**config.mk**
```make
export PLATFORM = sky130hd
export DESIGN_NAME = arc4_seq
export DESIGN_NICKNAME = d
export VERILOG_FILES = /design/src/rtl/arc4_seq.sv
export SDC_FILE = /design/constraint.sdc
export NUM_CORES = 1
export LEC_CHECK = 0
export CAP_MARGIN = 20
export CORE_ASPECT_RATIO = 0.8
export CORE_MARGIN = 1.5
export CORE_UTILIZATION = 29
export DETAILED_ROUTE_END_ITERATION = 10
export PLACE_DENSITY = 0.94
export SKIP_LAST_GASP = 1
export SLEW_MARGIN = 20
export SYNTH_ARGS = -nofsm -noshare
export SYNTH_HDL_FRONTEND = slang
export SYNTH_SLANG_ARGS = --single-unit
export TNS_END_PERCENT = 20
```
**constraint.sdc**
```tcl
create_clock -name clk -period 3.7 [get_ports clk]
set_input_delay 0.37 -clock clk [delete_from_list [all_inputs] [get_ports clk]]
set_output_delay 0.37 -clock clk [all_outputs]
set_load 0.01 [all_outputs]
```
**src/rtl/arc4_seq.sv**
```systemverilog
// ARC4 top-level sequencer: runs init, ksa and prga in order on one start
// request and multiplexes the owning engine onto the single S-memory port.
module arc4_seq #(
   parameter int AW      = 8,
   parameter int DW      = 8,
   parameter int TIMEOUT = 0
) (
   input  logic          clk,
   input  logic          rst_n,
   input  logic          en,
   output logic          rdy,
   output logic          err,
   output logic [1:0]    phase,
   output logic          init_en,
   input  logic          init_rdy,
   input  logic [AW-1:0] init_addr,
   input  logic [DW-1:0] init_wrdata,
   input  logic          init_wren,
   output logic          ksa_en,
   input  logic          ksa_rdy,
   input  logic [AW-1:0] ksa_addr,
   input  logic [DW-1:0] ksa_wrdata,
   input  logic          ksa_wren,
   output logic          prga_en,
   input  logic          prga_rdy,
   input  logic [AW-1:0] prga_addr,
   input  logic [DW-1:0] prga_wrdata,
   input  logic          prga_wren,
   output logic [AW-1:0] s_addr,
   output logic [DW-1:0] s_wrdata,
   output logic          s_wren
);

   localparam int CW = (TIMEOUT > 0) ? $clog2(TIMEOUT + 1) : 1;
   localparam logic [CW-1:0] TMAX = CW'(TIMEOUT);

   typedef enum logic [2:0] {
      IDLE, ST_INIT, WT_INIT, ST_KSA, WT_KSA, ST_PRGA, WT_PRGA
   } state_t;

   state_t        state, state_nx;
   logic          busy_seen, busy_seen_nx;
   logic          err_q, err_nx;
   logic [CW-1:0] wd_cnt, wd_cnt_nx;
   logic          eng_rdy, is_st, is_wt, timeout, launch;

   always_ff @(posedge clk or negedge rst_n) begin
      if (!rst_n) begin
         state     <= IDLE;
         busy_seen <= 1'b0;
         err_q     <= 1'b0;
         wd_cnt    <= '0;
      end else begin
         state     <= state_nx;
         busy_seen <= busy_seen_nx;
         err_q     <= err_nx;
         wd_cnt    <= wd_cnt_nx;
      end
   end

   // phase is a pure decode of the state register, so it is glitch-free
   always_comb begin
      phase = 2'd0;
      is_st = 1'b0;
      is_wt = 1'b0;
      case (state)
         ST_INIT: begin phase = 2'd1; is_st = 1'b1; end
         WT_INIT: begin phase = 2'd1; is_wt = 1'b1; end
         ST_KSA:  begin phase = 2'd2; is_st = 1'b1; end
         WT_KSA:  begin phase = 2'd2; is_wt = 1'b1; end
         ST_PRGA: begin phase = 2'd3; is_st = 1'b1; end
         WT_PRGA: begin phase = 2'd3; is_wt = 1'b1; end
         default: ;
      endcase
   end

   always_comb begin
      eng_rdy = 1'b0;
      case (phase)
         2'd1:    eng_rdy = init_rdy;
         2'd2:    eng_rdy = ksa_rdy;
         2'd3:    eng_rdy = prga_rdy;
         default: ;
      endcase
   end

   assign timeout = (TIMEOUT != 0) && (wd_cnt == TMAX);

   // Completion is checked before the watchdog so a same-edge finish keeps err clear
   always_comb begin
      state_nx     = state;
      busy_seen_nx = busy_seen;
      err_nx       = err_q;
      wd_cnt_nx    = wd_cnt;
      launch       = 1'b0;
      if (state != IDLE && TIMEOUT != 0) wd_cnt_nx = wd_cnt + 1'b1;
      if (state == IDLE) begin
         if (en) begin
            state_nx  = ST_INIT;
            err_nx    = 1'b0;
            wd_cnt_nx = '0;
         end
      end else if (is_wt && busy_seen && eng_rdy) begin
         wd_cnt_nx = '0;
         case (state)
            WT_INIT: state_nx = ST_KSA;
            WT_KSA:  state_nx = ST_PRGA;
            default: state_nx = IDLE;
         endcase
      end else if (timeout) begin
         state_nx = IDLE;
         err_nx   = 1'b1;
      end else if (is_st && eng_rdy) begin
         launch       = 1'b1;
         busy_seen_nx = 1'b0;
         case (state)
            ST_INIT: state_nx = WT_INIT;
            ST_KSA:  state_nx = WT_KSA;
            default: state_nx = WT_PRGA;
         endcase
      end else if (is_wt && !eng_rdy) begin
         busy_seen_nx = 1'b1;
      end
   end

   assign init_en = launch && (phase == 2'd1);
   assign ksa_en  = launch && (phase == 2'd2);
   assign prga_en = launch && (phase == 2'd3);
   assign rdy     = (state == IDLE);
   assign err     = err_q;

   // Only the owning engine reaches the port; stray writes from the others are dropped
   always_comb begin
      s_addr   = '0;
      s_wrdata = '0;
      s_wren   = 1'b0;
      case (phase)
         2'd1: begin s_addr = init_addr; s_wrdata = init_wrdata; s_wren = init_wren; end
         2'd2: begin s_addr = ksa_addr;  s_wrdata = ksa_wrdata;  s_wren = ksa_wren;  end
         2'd3: begin s_addr = prga_addr; s_wrdata = prga_wrdata; s_wren = prga_wren; end
         default: ;
      endcase
   end

endmodule

```
Yosys cells after proc, flatten, opt, wreduce, memory -nomap -nowiden
Index checks and enable logic that the tools add are counted.

word-level totals
  memories kept = 0
  RAM bits = 0
  memory bits (read-only) = 0
  bits in registers = 4
  bits of input ports = 57
  bits in latches = 0

cells by class
  equal/unequal tests = 10
  multiply operators = 0
  div/mod/pow operators = 0
  $add $sub $neg = 0
  reductions and logical operators = 18
  magnitude comparators = 0
  multiplexer cells = 18
  bitwise logic cells = 2
  shift-type cells = 0

operators with widths
  cell                                            number
  one-hot mux 8 bit (3 select lines)              2
  two-way mux 3 bit                               4
  one-hot mux 3 bit (2 select lines)              2
  == test 3 bit (second input constant)           3
  logical AND 1 bit                               7
  two-way mux 1 bit                               7
  == test 3 x 2 -> 1 bit (second input constant)  2
  one-hot mux 1 bit (3 select lines)              2
  one-hot mux 2 bit (3 select lines)              1
  OR reduction 2 bit                              3
  OR reduction 3 bit                              2
  == test 2 bit (second input constant)           2
  == test 3 x 1 -> 1 bit (second input constant)  1
  logical NOT 3 bit                               1
  AND reduction 3 bit                             1
  nonzero test 3 bit                              1
  == test 2 x 1 -> 1 bit (second input constant)  1
  != test 2 bit (second input constant)           1
  inverter 1 bit                                  2
  AND reduction 2 bit                             1
  nonzero test 2 bit                              1
  logical NOT 1 bit                               1

Logic depth before layout (Yosys ltp)
Gate-level depths: netlist of run 1.

  depth after elaboration = 10
  mapped depth = 6
  gate-level depth less buffers = 4

Worst setup path before layout of run 1
No wires, ideal clock.

  kind = flip-flop to output port
  start point = register state[0]
  end point = output port s_addr[0]
  data arrival time = 1.288 ns
  cell stages (with the launch flop) = 7
  buffers on the path = 2
  required time = 3.330 ns
  slack = 2.042 ns
  cell sequence = dfrtp_1 buf_4 nand2_2 o22ai_2 buf_6 nand2_1 o21ai_0

on the way
  longest elaborated chain between the ends = 5
  elaborated cells between the ends (all ways) = 14

ends and longest elaborated chain
  element                                                         line  text
  start, declared                                                 41    state_t state, state_nx;
  start signal, assigned                                          54    state <= state_nx;
  == test 3 bit (tied with other cells)                           66    case (state)
  OR reduction 2 bit (no line)                                    -
  one-hot mux 2 bit (3 select lines) *                            66
  == test 2 bit / == test 2 x 1 -> 1 bit (equally long branches)  137   case (phase)
  one-hot mux 8 bit (3 select lines) *                            137
  end, declared                                                   29    output logic [AW-1:0] s_addr,

Mark *: on every way between the ends. The rest lies on a longest branch, timed or not.

Worst setup path in the final report of run 1
  start point = register state[2]
  end point = output port s_wrdata[4]

on the way
  longest elaborated chain between the ends = 5
  elaborated cells between the ends (all ways) = 14

ends and longest elaborated chain
  element                                                         line  text
  == test 3 bit (tied with other cells)                           66
  OR reduction 2 bit (no line)                                    -
  one-hot mux 2 bit (3 select lines) *                            66
  == test 2 bit / == test 2 x 1 -> 1 bit (equally long branches)  137
  one-hot mux 8 bit (3 select lines) *                            137
  end, declared                                                   30    output logic [DW-1:0] s_wrdata,

Marked as above.

==> results of run 1 <==
==> logic make-up after synthesis <==
family                 count (synthesis)  synth area share [%]
other                                  1                 0.527
AO/OA/AOI/OAI                         25                  22.1
XOR/XNOR                               2                  3.52
flip-flops                             4                  14.1
multiplexers                          18                  25.3
buffers and inverters                 10                  8.43
AND/OR/NAND/NOR                       38                  26.0
==> worst min path at each step <==
stage | start | to | slack [ps] | depth (start not counted)
floorplan | rst_n | busy_seen | 70 | 0
global placement | rst_n | busy_seen | 580 | 1
detailed placement | rst_n | state[0] | 580 | 1
CTS | rst_n | busy_seen | 330 | 1
global route | rst_n | busy_seen | 350 | 1
finish | rst_n | state[1] | 330 | 1
==> layout make-up <==
| type | count | area (µm²) | share of cell area, % |
|---|---|---|---|
| Timing Repair Buffer | 80 | 798 | 52.8 |
| Multi-Input combinational cell | 84 | 552 | 36.5 |
| Sequential cell | 4 | 100 | 6.62 |
| Tap cell | 25 | 31.3 | 2.07 |
| Clock buffer | 3 | 22.5 | 1.49 |
| Inverter | 2 | 7.51 | 0.497 |
==> registers in the layout (all words and copies together), names as in the netlist <==
register,count
busy_seen,1
state,3
==> per-layer routing <==
layer	routed length [µm]	global-route usage, %	up-vias	share of wire [%]
met5	0	0	-	0
li1	-	-	496	-
met1	1040	20.1	455	38
met2	1410	35.1	53	52
met3	257	4.41	0	9.5
met4	0	4.19	0	0
==> layout by cell type (no fill, tap or decap) <==
cell type        synthesis  layout
nand3b_1                 1       1
a31oi_1                  1       1
nand3_1                  1       1
o221a_4                  1       1
o21ai_0                 19      19
dfrtp_1                  4       4
o22a_1                   1       1
inv_1                    2       2
nand2b_1                 2       2
buf_4                    3       1
nand2_2                  1       1
o22ai_2                  1       1
nor2b_1                  3       3
nor2_1                   2       2
a222oi_1                 1       1
nor3_1                   2       2
nand4bb_1                2       2
a21oi_1                  1       1
xnor2_1                  1       1
nand4b_1                 1       1
xnor2_2                  1       1
nand2_1                 23      23
clkbuf_4                 0       3
mux2i_1                 18      18
clkdlybuf4s50_1          0      79
conb_1                   1       1
==> per-stage QoR <==
step	worst slack (ps)	total power [µW]	utilization [%]	instance area, µm²
after floorplan	2040	679	-	712
after global placement	1130	1120	66.7	1490
after detailed placement	1060	1140	66.7	1490
after CTS	807	1210	67.7	1510
after global routing	657	1280	67.7	1510
final	831	1200	67.7	1510
==> power breakdown <==
part	total, µW	switching (µW)	internal [µW]
logic	1010	440	566
registers	138	73.5	64.4
clock network	53.0	16.8	36.2
total	1200	530	666
==> summary.md, run 1 <==
| Metric | Value |
|---|---|
| Routed wire length | between 2 and 3 mm |
| Die Height | ~47 µm |
| Fill count | slightly below 200 |
| Cell row count | 15 |
| # diodes | 0 |
| TritonCTS Sinks | 4 |
| Synth Instances | just under 100 |
| Wirelength per Cell | 13.6 µm |
| Fin. max-slew vios | 0 |
| Crit path max-delay family | buffers and inverters |
| GP Congestion | approximately 0.71 |
| First-pass GRT wire length | roughly 3.8 mm |
| Fin Clk Skew | 5.16 ps |
| CTS H-tree depth | 1 |
| Synth Flop Type | dfrtp_1 |
| Io pins | 81 |
| Post-CTS Setup Bufs | 0 |
| CTS tree | done |
| CP Cell Sequence | buf_4, o22ai_2, nand2_1, o21ai_0, clkdlybuf4s50_1 |
| Top-area cell type share of the netlist area | 25.3% |
| Slew headroom | about 54% |
| Clk pin slew, worst setup/hold paths | ~40 ps |
| Slew at the pin closest to its max-slew limit | roughly 690 ps |
| Cts repair resizes | 0 |
| Placed Instances | 195 |
| Crit path depth | 5 |
| Yosys reg bits | 4 |
| DRC viols | 0 |
| Vias in the first global route | 840 |
| RR Startpoint | state[2] |
| EDFF count, synth | 0 |
| Fin nets | 232 |
| Critical path buffers and inverters | 2 |
| Vias per Instance | between 5 and 6 |
| Crit end category | output pin |
| Die X | 58.4 µm |
| P per Cell Area | between 700 and 800 mW/mm² |
| Seq/Total Area, Yosys | between 10 and 15% |
| Largest net degree at the start of global routing | 20 |
| Vias | roughly 1.0k |
| Ratio of cells with drive above 1 in the final layout | 4.62% |
| CP endpoint | s_wrdata[4] |
| Peak per-stage delay on the critical path | 590 ps |
| Register-to-register setup slack | 1750 ps |
| Initial DRC Count | 29 |
| Post-Layout Cell Count | around 200 |
| Final hold vios | 0 |
| Number of port buffers | between 70 and 80 |
| Largest fanout on the critical path | 17 |
| R2R depth | 5 |
| RSZ-0062 raised after global routing | false |
| Status | complete, no violations |
| Most frequent cell after synthesis | nand2_1 |
| Post-Syn Area per Cell | 7.26 µm² |
| Crit path DAT | approximately 2500 ps |
| Yosys top cell by area | mux2i_1 |
| CTS Buf Count | 3 |
| Syn_nets | roughly 160 |
| Post-DRT Antenna Nets | 0 |
| Pre-antenna DRT Iters | 5 |
| Setup Crit Path Kind | reg -> out |
| Final critical-path required period | 2870 ps |
| Data required time of the worst path | around 3300 ps |
| Hpwl dp | about 2.2 mm |
| Post-synth top cells | nand2_1, o21ai_0, mux2i_1, dfrtp_1 |
| Slowest cell on the critical path | o22ai_2 |
| Final period util | roughly 78% |
| Die area | around 0.0028 mm² |
| Area Overhead vs Synth | 112% |
| Worst hold-check slack | roughly 330 ps |
| Worst skew pair latency | roughly 230 ps |
| Initial Util | about a third |
| Finish-stage setup viols | 0 |
| CTS root buffer | clkbuf_4 |
| CTS max path bufs | 2 |
| Synth warn | 0 |
| Yosys cell types | 27 |
| Post-Syn Area | around 710 µm² |
| FF-to-FF End | state[0] |
| Core ar. | between 0.002 and 0.0025 mm² |
| Crit path launch type | flop |
| Top cells by area, synth | mux2i_1, dfrtp_1, o21ai_0 |
| FFs w/ async S/R, synth | 100% |
| CTS Hold Bufs | 0 |
| CP Launch Point | state[2] |
| Setup TNS | 0 ps |
| Pleak | between 0.0005 and 0.0006 µW |
| GRT Residual Overflow | 0 |
| Antenna violations before repair | 0 |
| Max-cap viol count | 0 |
| Min-Delay Path Class | in -> async |
| FMAX | approximately 350 MHz |
| Worst vdd ir | slightly above 0.4 mV |
| Overall routing resource usage | 18.0% |
No activity file was read; power rests on OpenSTA's default activity.
==> run 2: changes to the inputs <==
--- a/config.mk
+++ b/config.mk
@@ -8,9 +8,9 @@
 export CAP_MARGIN = 20
 export CORE_ASPECT_RATIO = 0.8
 export CORE_MARGIN = 1.5
-export CORE_UTILIZATION = 29
+export CORE_UTILIZATION = 25
 export DETAILED_ROUTE_END_ITERATION = 10
-export PLACE_DENSITY = 0.94
+export PLACE_DENSITY = 0.87
 export SKIP_LAST_GASP = 1
 export SLEW_MARGIN = 20
 export SYNTH_ARGS = -nofsm -noshare
==> constraint.sdc (replaced) <==
create_clock -name clk -period 2.5 [get_ports clk]
set_input_delay 0.25 -clock clk [delete_from_list [all_inputs] [get_ports clk]]
set_output_delay 0.25 -clock clk [all_outputs]
set_load 0.01 [all_outputs]
==> run 2 against run 1 <==
Against the previous run: flip-flop and latch count unchanged; setup slack got worse by 660 ps; design area increased by 3.5%; core utilization decreased by 10 points; combinational power increased by 58%; first-iteration DRC count increased by 52%; register-to-register slack got worse by 960 ps; global-route usage increased by 0.56 points; critical path depth increased by 1; total power increased by 56%; highest routed layer is now met4.
==> summary.md, run 2 (same netlist as run 1, synthesis figures left out) <==
| Metric | Value |
|---|---|
| Status | complete, no violations |
| Die area | approximately 0.0032 mm² |
| Crit end category | output pin |
| GRT Residual Overflow | 0 |
| Hpwl dp | roughly 2.4 mm |
| Placed Instances | roughly 210 |
| Initial DRC Count | 44 |
| Worst skew pair latency | between 200 and 250 ps |
| Max-cap viol count | 0 |
| Antenna violations before repair | 0 |
| Clk pin slew, worst setup/hold paths | about 30 ps |
| Io pins | a little over 80 |
| Cell row count | 17 |
| Crit path launch type | flop |
| CTS max path bufs | 2 |
| First-pass GRT wire length | 4.58 mm |
| Wirelength per Cell | 13.7 µm |
| Vias in the first global route | a little under 1k |
| P per Cell Area | approximately 1200 mW/mm² |
| Post-DRT Antenna Nets | 0 |
| # diodes | 0 |
| Most flop-heavy register | state |
| Max reg flops | 3 |
| Setup TNS | 0 ps |
| Slowest cell on the critical path | clkdlybuf4s50_1 |
| CTS tree | done |
| Initial Util | a little over a quarter |
| Fin nets | ~240 |
| Peak per-stage delay on the critical path | between 500 and 600 ps |
| CP Cell Sequence | nand2b_1, o22ai_2, buf_4, nand2_1, o21ai_0, clkdlybuf4s50_1 |
| CTS H-tree depth | 1 |
| Min-Delay Path Class | in -> async |
| CTS root buffer | clkbuf_4 |
| Vias per Instance | approximately 4.7 |
| Fin Clk Skew | around 0.46 ps |
| Data required time of the worst path | roughly 2300 ps |
| Most common cell after layout, fill and taps aside | clkdlybuf4s50_1 |
| Finish-stage setup viols | 0 |
| Fin util | a little under three fifths |
| Final critical-path required period | 2330 ps |
| Die X | 62.7 µm |
| Worst vdd ir | 0.565 mV |
| Final hold vios | 0 |
| Die Height | 50.7 µm |
| Pre-antenna DRT Iters | 4 |
| Largest net degree at the start of global routing | 20 |
| DRC viols | 0 |
| FMAX | between 400 and 500 MHz |
| GP Congestion | slightly above 0.7 |
| TritonCTS Sinks | 4 |
| Post-Layout Cell Count | about 210 |
| Largest registers | state x3, busy_seen x1 |
| Overall routing resource usage | around 19% |
| Number of port buffers | just under 80 |
| CTS Hold Bufs | 0 |
| Pleak | between 0.0006 and 0.0007 µW |
| Final total power | between 1500 and 2000 µW |
| Ratio of cells with drive above 1 in the final layout | 7.39% |
| Core ar. | roughly 0.0027 mm² |
| Vias | roughly 1.0k |
| Commonest cells after routing, fill and taps aside | clkdlybuf4s50_1, nand2_1, o21ai_0 |
| CTS Buf Count | 3 |
| Fin. max-slew vios | 0 |
| Final period util | 93.2% |
| Setup Crit Path Kind | reg -> out |
| Worst hold-check slack | 220 ps |
| Area Overhead vs Synth | 120% |
| RSZ-0062 raised after global routing | false |
| Routed wire length | a little under 3 mm |
| Crit path DAT | ~2100 ps |
| Largest fanout on the critical path | 17 |
## run 2: cell types whose count changed in the layout (fill, tap and decap cells not counted)
cell	change
xnor2_4	+1
dfrtp_1	-2
dfrtp_2	+2
buf_4	+3
xnor2_2	-1
## run 2: power breakdown
part           internal [µW]  switching [µW]
logic                    896             705
clock network           53.4            22.3
registers               99.7            92.6
## run 2: worst max-delay path, delay by kind of cell, from the launching register on
kind / cells / cell delay (ps)
buf+inv: 2 / 820
flops: 1 / 490
simple gates: 2 / 320
compound gates: 2 / 220
## run 2: through the flow
stage	cell area, µm²	setup slack (ps)
2_1_floorplan	712	962
3_3_place_gp	1530	400
3_5_place_dp	1530	333
4_1_cts	1550	82.6
5_1_grt	1560	48.3
6_report	1560	170
## run 2: cell type report
type | instances | area [µm²]
tap | 38 | 47.5
fill | 256 | 1160
timing repair buffer | 83 | 821
sequential | 4 | 103
clock buffer | 3 | 22.5
multi-input combinational | 84 | 563
inverter | 2 | 7.51
## run 2: final timing paths
path | startpoint | endpoint | slack (ps) | depth (start not counted)
setup / recovery | state[1] | s_wrdata[5] | 170 | 6
hold / removal | rst_n | busy_seen | 220 | 1
setup reg to reg | state[1] | state[1] | 790 | 5
hold reg to reg | busy_seen | busy_seen | 610 | 2
max in group asynchronous | rst_n | state[1] | 2100 | 1
min in group clk | busy_seen | busy_seen | 610 | 2
## run 2: timing repair
action / in CTS / in global routing
resized for setup: 0 / 3
setup buffers: 0 / 0
hold endpoints to repair: 0 / 0
setup endpoints to repair: 0 / 17
## run 2: routing by layer
metal | share of wire [%] | wire [µm] | track usage, %
met5 | 0 | 0 | 0
met4 | 0.27 | 8 | 5.56
met3 | 4.5 | 131 | 3.36
met2 | 53 | 1560 | 34.6
met1 | 42 | 1220 | 21.7
==> run 3: changes to the inputs <==
--- a/config.mk
+++ b/config.mk
@@ -6,7 +6,7 @@
 export NUM_CORES = 1
 export LEC_CHECK = 0
 export CAP_MARGIN = 20
-export CORE_ASPECT_RATIO = 0.8
+export CORE_ASPECT_RATIO = 1.25
 export CORE_MARGIN = 1.5
 export CORE_UTILIZATION = 25
 export DETAILED_ROUTE_END_ITERATION = 10
==> run 3 against run 2 <==
Against the previous run: core utilization increased by 0.16 points; routed wire length fell by 2.9%; final cell count fell by 1.9%; first-iteration DRC count down 36%; design area fell by 0.32%; sequential share of layout area barely moved; critical path type unchanged; largest cell class unchanged.
==> summary.md, run 3 (same netlist as run 1, synthesis figures left out) <==
| Metric | Value |
|---|---|
| FMAX | 434 MHz |
| Max reg flops | 3 |
| Die area | 0.00318 mm² |
| Slowest cell on the critical path | clkdlybuf4s50_1 |
| CP Cell Sequence | nand2b_1, o22ai_2, buf_4, nand2_1, o21ai_0, clkdlybuf4s50_1 |
| Fin nets | about 240 |
| Clock share of power | under 10% |
| Crit path max-delay family | buffers and inverters |
| CTS Buf Count | 3 |
| Pleak | between 0.0006 and 0.0007 µW |
| Vias | around 1.0k |
| CTS max path bufs | 2 |
| Wirelength per Cell | 13.5 µm |
| Fill count | roughly 250 |
| Status | complete, no violations |
| Cts repair resizes | 0 |
| Initial DRC Count | 28 |
| DRC viols | 0 |
| Final total power | 1850 µW |
| Most common cell after layout, fill and taps aside | clkdlybuf4s50_1 |
| CTS tree | done |
| Ratio of cells with drive above 1 in the final layout | between 7 and 8% |
| Die Height | ~63 µm |
| Pre-antenna DRT Iters | 4 |
| Largest registers | state x3, busy_seen x1 |
| Vias in the first global route | approximately 1.1k |
| Largest net degree at the start of global routing | 20 |
| Crit path DAT | a little over 2000 ps |
| Finish-stage setup viols | 0 |
| Setup TNS | 0 ps |
| Post-CTS Setup Bufs | 0 |
| Fin Clk Skew | between 3 and 4 ps |
| Multi-input logic area | roughly 560 µm² |
| R2R depth | 4 |
| Area Overhead vs Synth | 119% |
| Overall routing resource usage | a little under a fifth |
| Crit path launch type | flop |
| Register area | a little over 100 µm² |
| Routed wire length | ~2.8 mm |
| Max-cap viol count | 0 |
| Crit end category | output pin |
| Most flop-heavy register | state |
| GRT Residual Overflow | 0 |
| Worst skew pair latency | around 230 ps |
| P per Cell Area | approximately 1200 mW/mm² |
| Antenna violations before repair | 0 |
| Initial Util | 26.3% |
| Critical path buffers and inverters | 2 |
| Fin. max-slew vios | 0 |
| GP Congestion | around 0.74 |
| Post-DRT Antenna Nets | 0 |
| Vias per Instance | 4.88 |
| Peak per-stage delay on the critical path | around 570 ps |
| Data required time of the worst path | 2250 ps |
| Logic pwr share | about 86% |
| CTS root buffer | clkbuf_4 |
| Io pins | between 80 and 90 |
| Worst hold-check slack | between 200 and 250 ps |
| NetSw | between 800 and 900 µW |
| Commonest cells after routing, fill and taps aside | clkdlybuf4s50_1, nand2_1, o21ai_0 |
| # diodes | 0 |
| Cell row count | 21 |
| TritonCTS Sinks | 4 |
| Internal power | about 1000 µW |
| Hpwl dp | roughly 2.4 mm |
| Largest fanout on the critical path | 12 |
| Worst vdd ir | 0.545 mV |
| Setup Crit Path Kind | reg -> out |
| Register share of total power | between 10 and 15% |
| Final period util | 92.1% |
| First-pass GRT wire length | between 4 and 5 mm |
| Switching share of power | a little over two fifths |
| Clk pin slew, worst setup/hold paths | around 30 ps |
| Crit path depth | 6 |
| Die X | about 50 µm |
| Final hold vios | 0 |
| Core ar. | approximately 0.0027 mm² |
| Final critical-path required period | approximately 2300 ps |
| Number of port buffers | 79 |
| RSZ-0062 raised after global routing | false |
| Min-Delay Path Class | in -> async |
| CTS H-tree depth | 1 |
| CTS Hold Bufs | 0 |
-- run 3: cell counts in the layout (fill, tap and decap cells not counted) --
No cell type changed its count.
-- run 3: final cells by class --
cell class,count,area share (%)
clock buffers,3,1.44
well taps,34,2.73
repair buffers,83,52.6
inverters,2,0.482
flip-flops and latches,4,6.58
multi-input cells,84,36.1
-- run 3: path summary, 6_finish.rpt --
path / startpoint / endpoint / slack [ps]
max: state[1] / s_wrdata[0] / 200
min: rst_n / busy_seen / 230
max reg2reg: state[1] / state[1] / 890
min reg2reg: busy_seen / busy_seen / 620
max in group asynchronous: rst_n / state[1] / 2080
min in group clk: busy_seen / busy_seen / 620
-- run 3: metal layers --
| metal | global-route usage [%] | wire length, µm | up-vias |
|---|---|---|---|
| met5 | 0 | 0 | - |
| met4 | 7.77 | 42 | 0 |
| met3 | 4.55 | 186 | 6 |
| met2 | 35.9 | 1640 | 42 |
| met1 | 17.3 | 969 | 471 |
| li1 | - | - | 506 |
-- run 3: power by group through the flow --
| stage | sequential, µW | combinational (µW) | clock [µW] |
|---|---|---|---|
| floorplan | 127 | 878 | 0 |
| global placement | 168 | 1540 | 0 |
| detailed placement | 175 | 1580 | 0 |
| CTS | 174 | 1590 | 80.6 |
| global route | 200 | 1720 | 86.0 |
| finish | 189 | 1580 | 75.5 |
-- run 3: stage by stage --
stage	utilization (%)	instances	cell area (µm²)	setup slack [ps]
after global routing	57.6	210	1560	38.4
after global placement	56.3	207	1520	375
after detailed placement	56.3	207	1520	313
after CTS	57.1	210	1550	66.0
final	57.6	210	1560	197
after floorplan	-	98	712	962
